===== src/rtl/sincos_arbiter_if.sv =====
// sincos_arbiter_if
//
// Bundles the requester-side handshake, the shared sin/cos LUT connection
// and the response bus of sincos_arbiter into one interface.
//
// Signals:
//   req        requester -> arbiter  level request per requester
//   phase      requester -> arbiter  packed 10-bit phase per requester, [10*i+9:10*i]
//   gnt        arbiter -> requester  one-hot, single-cycle grant pulse
//   lut_phase  arbiter -> LUT        registered phase for the shared sin_cos ROM
//   lut_sin    LUT -> arbiter        signed sine returned by the ROM
//   lut_cos    LUT -> arbiter        signed cosine returned by the ROM
//   rsp_valid  arbiter -> requester  one-hot, single-cycle response strobe
//   rsp_sin    arbiter -> requester  registered sine, shared by all requesters
//   rsp_cos    arbiter -> requester  registered cosine, shared by all requesters
//
// Modports:
//   slave   the arbiter itself
//   master  everything around it (requesters plus the LUT)

interface sincos_arbiter_if #(
    parameter int NUM_REQ = 4
);
    logic        [NUM_REQ-1:0]    req;
    logic        [NUM_REQ*10-1:0] phase;
    logic        [NUM_REQ-1:0]    gnt;
    logic        [9:0]            lut_phase;
    logic signed [17:0]           lut_sin;
    logic signed [17:0]           lut_cos;
    logic        [NUM_REQ-1:0]    rsp_valid;
    logic signed [17:0]           rsp_sin;
    logic signed [17:0]           rsp_cos;

    modport slave (
        input  req,
        input  phase,
        input  lut_sin,
        input  lut_cos,
        output gnt,
        output lut_phase,
        output rsp_valid,
        output rsp_sin,
        output rsp_cos
    );

    modport master (
        output req,
        output phase,
        output lut_sin,
        output lut_cos,
        input  gnt,
        input  lut_phase,
        input  rsp_valid,
        input  rsp_sin,
        input  rsp_cos
    );
endinterface


===== src/rtl/sincos_arbiter.sv =====
// sincos_arbiter
//
// Round-robin arbiter sharing one sin_cos lookup ROM between NUM_REQ
// requesters (ship, bullets, asteroids). Each cycle at most one requester
// is granted; its phase is registered onto lut_phase, and a tag pipeline
// whose depth matches the ROM latency carries the winner's id so the ROM
// output can be returned to the right requester with a one-hot strobe.
//
// Parameters:
//   NUM_REQ      number of requesters, 2..8
//   LUT_LATENCY  clock edges from lut_phase change to matching ROM output, 1..4
//
// Ports:
//   clk     rising-edge clock
//   resetN  asynchronous active-low reset; clears every output, the round-robin
//           pointer and all in-flight tags
//   bus     sincos_arbiter_if slave modport (req/phase in, gnt/lut_phase out,
//           lut_sin/lut_cos in, rsp_valid/rsp_sin/rsp_cos out)
//
// Timing: req in C0 -> gnt and lut_phase in C1 -> ROM data in C1+LUT_LATENCY
//         -> rsp_valid/rsp_sin/rsp_cos in C2+LUT_LATENCY.

module sincos_arbiter #(
    parameter int NUM_REQ     = 4,
    parameter int LUT_LATENCY = 1
) (
    input  logic             clk,
    input  logic             resetN,
    sincos_arbiter_if.slave  bus
);

    localparam int                 IDX_W    = (NUM_REQ > 1) ? $clog2(NUM_REQ) : 1;
    localparam logic [IDX_W-1:0]   LAST_IDX = IDX_W'(NUM_REQ - 1);
    localparam int                 LAST_STG = LUT_LATENCY - 1;

    // ------------------------------------------------------------------
    // Helpers
    // ------------------------------------------------------------------

    function automatic logic [NUM_REQ-1:0] idx_to_onehot(input logic [IDX_W-1:0] id);
        logic [NUM_REQ-1:0] oh;
        oh = '0;
        for (int i = 0; i < NUM_REQ; i++) begin
            oh[i] = (id == IDX_W'(i));
        end
        return oh;
    endfunction

    function automatic logic [IDX_W-1:0] onehot_to_idx(input logic [NUM_REQ-1:0] oh);
        logic [IDX_W-1:0] id;
        id = '0;
        for (int i = 0; i < NUM_REQ; i++) begin
            if (oh[i]) begin
                id = IDX_W'(i);
            end
        end
        return id;
    endfunction

    function automatic logic [9:0] phase_of(input logic [NUM_REQ*10-1:0] ph,
                                            input logic [IDX_W-1:0]      id);
        logic [9:0] sel;
        sel = '0;
        for (int i = 0; i < NUM_REQ; i++) begin
            if (id == IDX_W'(i)) begin
                sel = ph[10*i +: 10];
            end
        end
        return sel;
    endfunction

    // ------------------------------------------------------------------
    // State
    // ------------------------------------------------------------------

    logic        [NUM_REQ-1:0] gnt_p0;
    logic        [9:0]         lut_phase_p0;
    logic        [IDX_W-1:0]   ptr;

    logic        [LUT_LATENCY-1:0] vld_p;
    logic        [IDX_W-1:0]       id_p [LUT_LATENCY];

    logic        [NUM_REQ-1:0] rsp_valid_p2;
    logic signed [17:0]        rsp_sin_p2;
    logic signed [17:0]        rsp_cos_p2;

    // ------------------------------------------------------------------
    // Round-robin search
    // ------------------------------------------------------------------

    logic [NUM_REQ-1:0] eligible;
    logic               found;
    logic [IDX_W-1:0]   win;
    logic [IDX_W-1:0]   cand;

    // The requester granted this cycle is masked out so it cannot be granted
    // again at the next edge while it is still dropping req. The walk wraps
    // explicitly at NUM_REQ-1, so non-power-of-two counts work.
    always_comb begin
        eligible = bus.req & ~gnt_p0;
        found    = 1'b0;
        win      = '0;
        cand     = ptr;
        for (int k = 0; k < NUM_REQ; k++) begin
            if (!found && eligible[cand]) begin
                found = 1'b1;
                win   = cand;
            end
            cand = (cand == LAST_IDX) ? '0 : cand + 1'b1;
        end
    end

    // ---- stage p0: grant, LUT phase and pointer update ----
    always_ff @(posedge clk or negedge resetN) begin
        if (!resetN) begin
            gnt_p0       <= '0;
            lut_phase_p0 <= '0;
            ptr          <= '0;
        end else if (found) begin
            gnt_p0       <= idx_to_onehot(win);
            lut_phase_p0 <= phase_of(bus.phase, win);
            ptr          <= (win == LAST_IDX) ? '0 : win + 1'b1;
        end else begin
            gnt_p0       <= '0;
        end
    end

    // ---- stage p1: tag pipeline, depth LUT_LATENCY ----
    // Valid bits are cleared by reset so in-flight lookups are discarded.
    always_ff @(posedge clk or negedge resetN) begin
        if (!resetN) begin
            vld_p <= '0;
        end else begin
            vld_p[0] <= |gnt_p0;
            for (int s = 1; s < LUT_LATENCY; s++) begin
                vld_p[s] <= vld_p[s-1];
            end
        end
    end

    // The id only matters while its valid bit is set, so it needs no reset.
    always_ff @(posedge clk) begin
        id_p[0] <= onehot_to_idx(gnt_p0);
        for (int s = 1; s < LUT_LATENCY; s++) begin
            id_p[s] <= id_p[s-1];
        end
    end

    // ---- stage p2: response registers ----
    // rsp_sin/rsp_cos hold between responses; the strobe lasts one cycle.
    always_ff @(posedge clk or negedge resetN) begin
        if (!resetN) begin
            rsp_valid_p2 <= '0;
            rsp_sin_p2   <= '0;
            rsp_cos_p2   <= '0;
        end else begin
            rsp_valid_p2 <= vld_p[LAST_STG] ? idx_to_onehot(id_p[LAST_STG]) : '0;
            if (vld_p[LAST_STG]) begin
                rsp_sin_p2 <= bus.lut_sin;
                rsp_cos_p2 <= bus.lut_cos;
            end
        end
    end

    assign bus.gnt       = gnt_p0;
    assign bus.lut_phase = lut_phase_p0;
    assign bus.rsp_valid = rsp_valid_p2;
    assign bus.rsp_sin   = rsp_sin_p2;
    assign bus.rsp_cos   = rsp_cos_p2;

endmodule


===== src/flat_wrapper.sv =====
// flat-port wrapper written by rule: the top's interface ports become plain ports
module sincos_arbiter_flat 
#(
    parameter int NUM_REQ     = 4,
    parameter int LUT_LATENCY = 1
)
  (clk, resetN, bus_req, bus_phase, bus_lut_sin, bus_lut_cos, bus_gnt, bus_lut_phase, bus_rsp_valid, bus_rsp_sin, bus_rsp_cos);
  sincos_arbiter_if #(.NUM_REQ(NUM_REQ)) bus_i ();
  input  logic clk;
  input  logic resetN;
  input wire logic [$bits(bus_i.req)-1:0] bus_req;
  input wire logic [$bits(bus_i.phase)-1:0] bus_phase;
  input wire logic [$bits(bus_i.lut_sin)-1:0] bus_lut_sin;
  input wire logic [$bits(bus_i.lut_cos)-1:0] bus_lut_cos;
  output wire logic [$bits(bus_i.gnt)-1:0] bus_gnt;
  output wire logic [$bits(bus_i.lut_phase)-1:0] bus_lut_phase;
  output wire logic [$bits(bus_i.rsp_valid)-1:0] bus_rsp_valid;
  output wire logic [$bits(bus_i.rsp_sin)-1:0] bus_rsp_sin;
  output wire logic [$bits(bus_i.rsp_cos)-1:0] bus_rsp_cos;
  assign bus_i.req = bus_req;
  assign bus_i.phase = bus_phase;
  assign bus_i.lut_sin = bus_lut_sin;
  assign bus_i.lut_cos = bus_lut_cos;
  assign bus_gnt = bus_i.gnt;
  assign bus_lut_phase = bus_i.lut_phase;
  assign bus_rsp_valid = bus_i.rsp_valid;
  assign bus_rsp_sin = bus_i.rsp_sin;
  assign bus_rsp_cos = bus_i.rsp_cos;
  sincos_arbiter #(.NUM_REQ(NUM_REQ), .LUT_LATENCY(LUT_LATENCY)) u_core (.clk(clk), .resetN(resetN), .bus(bus_i));
endmodule

===== config.mk =====
export PLATFORM = sky130hd
export DESIGN_NAME = sincos_arbiter_flat
export DESIGN_NICKNAME = d
export VERILOG_FILES = /design/src/rtl/sincos_arbiter_if.sv /design/src/rtl/sincos_arbiter.sv /design/src/flat_wrapper.sv
export SDC_FILE = /design/constraint.sdc
export NUM_CORES = 1
export LEC_CHECK = 0
export ABC_AREA = 1
export BUFFER_PORTS_ARGS = -buffer_cell sky130_fd_sc_hd__buf_2
export CAP_MARGIN = 20
export CORE_AREA = 10 10 87 89
export DETAILED_ROUTE_END_ITERATION = 10
export DIE_AREA = 0 0 97 99
export GPL_ROUTABILITY_DRIVEN = 0
export PLACE_DENSITY = 0.82
export SLEW_MARGIN = 30
export SYNTH_ARGS = -nofsm -noshare
export SYNTH_HDL_FRONTEND = slang
export SYNTH_SLANG_ARGS = --single-unit

===== constraint.sdc =====
create_clock -name clk -period 8 [get_ports clk]
set_input_delay 0.8 -clock clk [delete_from_list [all_inputs] [get_ports clk]]
set_output_delay 0.8 -clock clk [all_outputs]
set_load 0.05 [all_outputs]

==> results of run 1 <==
[per-stage QoR]
step | hold WS (ns) | utilization (%) | setup WS [ns] | area, um2 | cells
after floorplan | 0.416 | - | 5.27 | 2770 | 339
after global placement | 0.432 | 59.4 | 4.78 | 3480 | 536
after detailed placement | 0.438 | 59.4 | 4.62 | 3480 | 536
after CTS | 0.448 | 62.2 | 4.67 | 3640 | 552
after global routing | 0.465 | 62.2 | 4.26 | 3640 | 552
final | 0.443 | 62.2 | 4.61 | 3640 | 552
[per-layer routing]
layer  track usage (%)  vias to the layer above
li1                  -                     1337
met1              18.6                     1194
met2              24.4                      119
met3              7.96                        6
met4              5.90                        0
met5                 0                        -
[registers in the layout, indices dropped and copies added, names as in the netlist]
register,flops
u_core.bus.rsp_valid,4
u_core.id_p,2
u_core.bus.rsp_sin,18
u_core.vld_p,1
u_core.bus.lut_phase,10
u_core.ptr,2
u_core.bus.rsp_cos,18
u_core.bus.gnt,4
[cells by family after synthesis]
group	count (synthesis)	synth area share (%)
compound gates	34	7.19
fa+ha+maj	5	2.26
buf+inv	35	5.29
flops	59	53.0
mux	10	3.62
simple gates	196	28.6
[placed cells by master, fill, tap and decap left out, types with 2 or more instances in the layout]
master	instances
a22oi_1	10
buf_2	135
clkbuf_8	9
clkinv_2	5
dfrtp_1	56
dfxtp_1	2
ha_1	5
inv_1	18
inv_2	3
mux2i_1	10
nand2_1	163
nand2_2	2
nand3_1	13
nor2_1	8
nor2_4	2
nor3_1	4
o21ai_0	21
[final cells by class]
cell class              instances  share of cell area (%)
flip-flops and latches         59                    40.4
multi-input cells             245                    31.7
repair buffers                136                    18.8
clock buffers                  10                    3.51
well taps                      75                    2.58
inverters                      21                    2.17
clock inverters                 6                   0.894
[path summary, 6_finish.rpt]
kind	endpoint	slack (ns)	cells past startpoint
setup / recovery	u_core.bus.lut_phase[3]	4.61	15
hold / removal	u_core.bus.rsp_valid[0]	0.44	1
setup reg to reg	u_core.bus.lut_phase[3]	4.61	15
hold reg to reg	u_core.bus.rsp_valid[0]	0.44	1
max in group asynchronous	u_core.vld_p	6.90	2
min in group asynchronous	u_core.bus.rsp_cos[7]	0.61	2
==> run metrics, run 1 <==
first-pass GRT wire length=12600 um; CTS Buf Count=9; largest cells by area after synthesis=dfrtp_1, nand2_1, o21ai_0; number of synthesized flops with an enable pin=0; synthesized area=2770 um2; initial antenna violation count=0; Total Wirelength=7770 um; syn nets=426; max incr delay on CP=0.56 ns; Area Overhead vs Synth=31.5%; # port buffers=135; die height=99 um; post-CTS sizing=0; MaxCap Viol Count=0; post-route clock skew=0.00585 ns; Die ar.=9600 um2; Crit path arrival time=3.64 ns; Yosys reg bits=59; H-Tree Level Count=3; All-Layer GR Usage=15.8%; YS warnings=0; WL per Instance=14.1 um; crit path time final=3.39 ns; Synth Instances=339; # IOs=136; Ant. Diodes=0; register area share after synthesis=53.0%; Commonest cells post-synth=nand2_1, dfrtp_1, o21ai_0; register area=1470 um2; r2r startpoint=u_core.ptr[0]; crit path max fanout=12; nets@finish=559; Hold Buf Count CTS=0; Remaining Overflow, GRT=0; ys async rst share=96.6%; clock slew at reported path FFs=0.06 ns; buffers and inverters on the worst path=1; uppermost layer routed=met4; first-pass detailed-route iteration total=4; DRT antenna net count=0; Setup-failing EPs final=0; slowest CP cell=nor2_1; starting DRC count in detailed routing=85; # rows=28; largest net degree at the start of global routing=58; CTS Sinks=59; Synth area leader=dfrtp_1; CP endpoint kind=flop; CP required=8.25 ns; worst slew pin tran=0.693 ns; RSZ-0062 raised after global routing=false; Cell variety after synth=23; count leader, synth=nand2_1; clock root buffer=clkbuf_8; Synth Flop Type=dfrtp_1; Slew HR=53.8%; Post-CTS Setup Bufs=0; Synth Area per Inst=8.16 um2; Met3 Routed Length=783 um; M1 WL=3370 um; Hold Path Class=reg -> reg; Worst Hold Launch=u_core.id_p[0][1]; status=completed; Vias=2656; DR DRC count=0; worst-path cell chain=ha_1 > nor2_2 > nand2_1 > nand3_1 > o21ai_0 > nand3_1 > inv_1 > nand2_1 > nand2_1 > ha_1 > nor2_1 > a22oi_1 > o21ai_0 > mux2i_1 > o21ai_0; multi-input logic area=1150 um2; max-slew violation count=0; CTS tree=built; clock buffer depth=2; share of layout cells above drive strength 1=34.0%; Filler Cells Inserted=534; Setup TNS=0 ns; Max Fclk=295 MHz; area share of the largest cell type after synthesis=51.6%; CP startpoint=u_core.ptr[0]; clk_lat worst skew=0.33 ns; vias in the first global route=2695; Hold Vio Cnt, Final=0; met2 routed WL=3530 um; Startpoint Class=flop; Initial Util=47.3%; cell family with most CP delay=simple AND/OR/NAND/NOR gates; Via-to-Cell Ratio=4.81; Die W=97 um; fin crit share=42.3%; core area=5850 um2; placed wire-length estimate=6140 um; critical path class=reg -> reg
Power of run 1 is not shown: default switching activity piles up to over one toggle a cycle in this logic, so the estimate is an artifact.
==> run 2: changes to the inputs <==
--- a/config.mk
+++ b/config.mk
@@ -5,14 +5,14 @@
 export SDC_FILE = /design/constraint.sdc
 export NUM_CORES = 1
 export LEC_CHECK = 0
-export ABC_AREA = 1
+export ABC_AREA = 0
 export BUFFER_PORTS_ARGS = -buffer_cell sky130_fd_sc_hd__buf_2
 export CAP_MARGIN = 20
-export CORE_AREA = 10 10 87 89
+export CORE_AREA = 10 10 93 95
 export DETAILED_ROUTE_END_ITERATION = 10
-export DIE_AREA = 0 0 97 99
+export DIE_AREA = 0 0 103 105
 export GPL_ROUTABILITY_DRIVEN = 0
-export PLACE_DENSITY = 0.82
+export PLACE_DENSITY = 0.76
 export SLEW_MARGIN = 30
 export SYNTH_ARGS = -nofsm -noshare
 export SYNTH_HDL_FRONTEND = slang
==> constraint.sdc (replaced) <==
create_clock -name clk -period 3 [get_ports clk]
set_input_delay 0.3 -clock clk [delete_from_list [all_inputs] [get_ports clk]]
set_output_delay 0.3 -clock clk [all_outputs]
set_load 0.05 [all_outputs]
==> run metrics, run 2 <==
Total Wirelength=7740 um (-0.33%); DR DRC count=0 (unchanged); CP endpoint kind=flop; Slew HR=64.6% (+11 points); clock root buffer=clkbuf_8; critical path class=reg -> reg; core area=6760 um2 (+15%); Cell variety after synth=40 (+74%); worst hold path endpoint=u_core.bus.rsp_sin[1]; XOR/XNOR share of the synthesized area=0% (unchanged); crit path max fanout=10 (-2); CTS Buf Count=9 (unchanged); Hold Vio Cnt, Final=0 (unchanged); Remaining Overflow, GRT=0 (unchanged); largest cells by area after synthesis=dfrtp_1, mux2_2, mux2_1; # IOs=136 (unchanged); # port buffers=135 (unchanged); placed wire-length estimate=6070 um (-1.1%); Area Overhead vs Synth=41.6%; Initial Util=41.5% (-5.8 points); CP required=3.22 ns (-5.03 ns); CP dominant cell by count=ha_2; multi-input logic area=1380 um2 (+20%); Setup TNS=0 ns (unchanged); Filler Cells Inserted=580 (+8.6%); initial antenna violation count=0 (unchanged); Synth Area per Inst=12.5 um2 (+53%); Synth Area in Adders=2.95% (+0.69 points); buffers and inverters on the worst path=2 (+1); ys async rst share=96.6% (unchanged); CTS Sinks=59 (unchanged); Startpoint Class=flop; vias in the first global route=2478 (-8.1%); count leader, synth=dfrtp_1; Ant. Diodes=0 (unchanged); R2R Setup Slk=0.09 ns (-4.52 ns); clock buffer depth=2 (unchanged); H-Tree Level Count=3 (unchanged); Compound-Gate Fraction of Synth Area=11.0% (+3.8 points); terminus of the critical flop-to-flop path=u_core.bus.lut_phase[7]; DRT antenna net count=0 (unchanged); Synth Flop Type=dfrtp_1; worst slew pin tran=0.531 ns (-0.162 ns); post-route clock skew=0.0106 ns (+0.00477 ns); multiplexer share of the synthesized area=20.8% (+17 points); register area=1470 um2 (about the same); area share of the largest cell type after synthesis=50.9% (-0.67 points); R2R cell count=12 (-3); # rows=30 (+7.1%); clk_lat worst skew=0.34 ns (about the same); Hold Path Class=in -> reg; Vias=2323 (-13%); worst-path cell chain=ha_2 > or2_4 > buf_4 > maj3_1 > o2bb2ai_2 > mux2i_4 > ha_2 > nor2b_1 > buf_6 > a221oi_1 > o31ai_1 > mux2_1; r2r startpoint=u_core.ptr[0]; Worst Hold Launch=bus_lut_sin[1]; fin crit share=97.1% (+55 points); syn nets=311 (-27%); most frequent cells in the layout=buf_2, dfrtp_1, mux2_2, nor2b_1, buf_4; max incr delay on CP=0.40 ns (-0.16 ns); cell family with most CP delay=adder cells; largest net degree at the start of global routing=44 (-24%); crit path time final=2.91 ns (-0.476 ns); status=completed; clock slew at reported path FFs=0.08 ns (+0.02 ns); Yosys reg bits=59 (unchanged); Commonest cells post-synth=dfrtp_1, mux2_2, nor2b_1; largest family of logic cells by synthesized area=multiplexers; slowest CP cell=dfrtp_1; commonest non-fill, non-tap cell in the layout=buf_2; starting DRC count in detailed routing=110 (+29%); Die ar.=10800 um2 (+13%); Cells on Worst Hold Path=2 (+1); Via-to-Cell Ratio=5.08 (+5.6%); first-pass detailed-route iteration total=4 (unchanged); register area share after synthesis=52.3% (-0.69 points); Die W=103 um (+6.2%); first-pass GRT wire length=12100 um (-3.8%); YS warnings=0 (unchanged); WL per Instance=16.9 um (+20%); Synth area leader=dfrtp_1; Setup-failing EPs final=0 (unchanged); die height=105 um (+6.1%); nets@finish=459 (-18%); All-Layer GR Usage=14.0% (-1.8 points); max-slew violation count=0 (unchanged); share of layout cells above drive strength 1=60.2% (+26 points); Max Fclk=343 MHz (+16%); Synth Area in Simple Gates=10.0% (-19 points); number of synthesized flops with an enable pin=0 (unchanged); synthesized area=2800 um2 (+1.3%); Crit path arrival time=3.13 ns (-0.51 ns); CTS tree=built; MaxCap Viol Count=0 (unchanged); Synth Instances=224 (-34%)
==> run 2: cell types whose count changed in the layout (fill, tap and decap cells not counted), moves of 11 or more <==
cell / delta
o21ai_0: -16
buf_4: +13
mux2_2: +36
mux2_1: +11
nand2_1: -150
inv_1: -16
nand3_1: -12
nor2b_1: +16
==> run 2: routing by layer <==
layer	wire, um	vias to the layer above	global-route usage [%]
li1	-	1112	-
met1	3210	1077	17.1
met2	3610	122	21.5
met3	811	12	5.20
met4	111	0	5.77
met5	0	-	0
==> run 2: cell families after synthesis <==
group           after synthesis
fa+ha+maj                     7
flops                        59
compound gates               39
buf+inv                      17
mux                          50
simple gates                 52
==> run 2: layout make-up <==
cell class | count | share of cell area (%)
Sequential cell | 59 | 37.0
Multi-Input combinational cell | 148 | 34.8
Timing Repair Buffer | 151 | 20.4
Clock buffer | 9 | 3.12
Tap cell | 80 | 2.52
Clock inverter | 7 | 1.92
Inverter | 3 | 0.284
==> run 2: what timing repair did <==
action / CTS / global route
setup buffers: 0 / 2
endpoints found under the setup margin: 5 / 10
resized for setup: 2 / 23
pin swaps: 0 / 4
hold buffers: 0 / 1
hold endpoints to repair: 0 / 42
==> run 2: worst max path at each step <==
stage	start	end	slack [ns]	depth (start not counted)
final	u_core.ptr[0]	u_core.bus.lut_phase[7]	0.09	12
after global routing	u_core.ptr[0]	u_core.bus.lut_phase[7]	-0.01	12
after global placement	u_core.ptr[0]	u_core.bus.lut_phase[7]	0.08	10
after CTS	u_core.ptr[0]	u_core.bus.lut_phase[6]	0.009	12
after floorplan	u_core.ptr[1]	u_core.bus.lut_phase[1]	0.06	13
after detailed placement	u_core.ptr[0]	u_core.bus.lut_phase[4]	-0.02	10
==> run 2: per-stage QoR <==
step,hold WS (ns),instances,setup slack (ns),util (%),area (um2)
2_1_floorplan,0.00441,224,0.0623,-,2800
3_3_place_gp,0.431,438,0.0773,53.4,3610
3_5_place_dp,0.438,438,-0.0237,53.4,3610
4_1_cts,0.130,454,0.00890,56.5,3810
5_1_grt,0.174,457,-0.0135,58.7,3970
6_report,0.187,457,0.0885,58.7,3970
==> run 2: worst reg2reg max path, cell delays in order, from the launching register on <==
cell and delay [ns]:
dfrtp_1 0.40, ha_2 0.20, or2_4 0.23, buf_4 0.16, maj3_1 0.37, o2bb2ai_2 0.19
mux2i_4 0.11, ha_2 0.20, nor2b_1 0.14, buf_6 0.15, a221oi_1 0.25, o31ai_1 0.10
mux2_1 0.31
Power of run 2 is left out for the same reason.
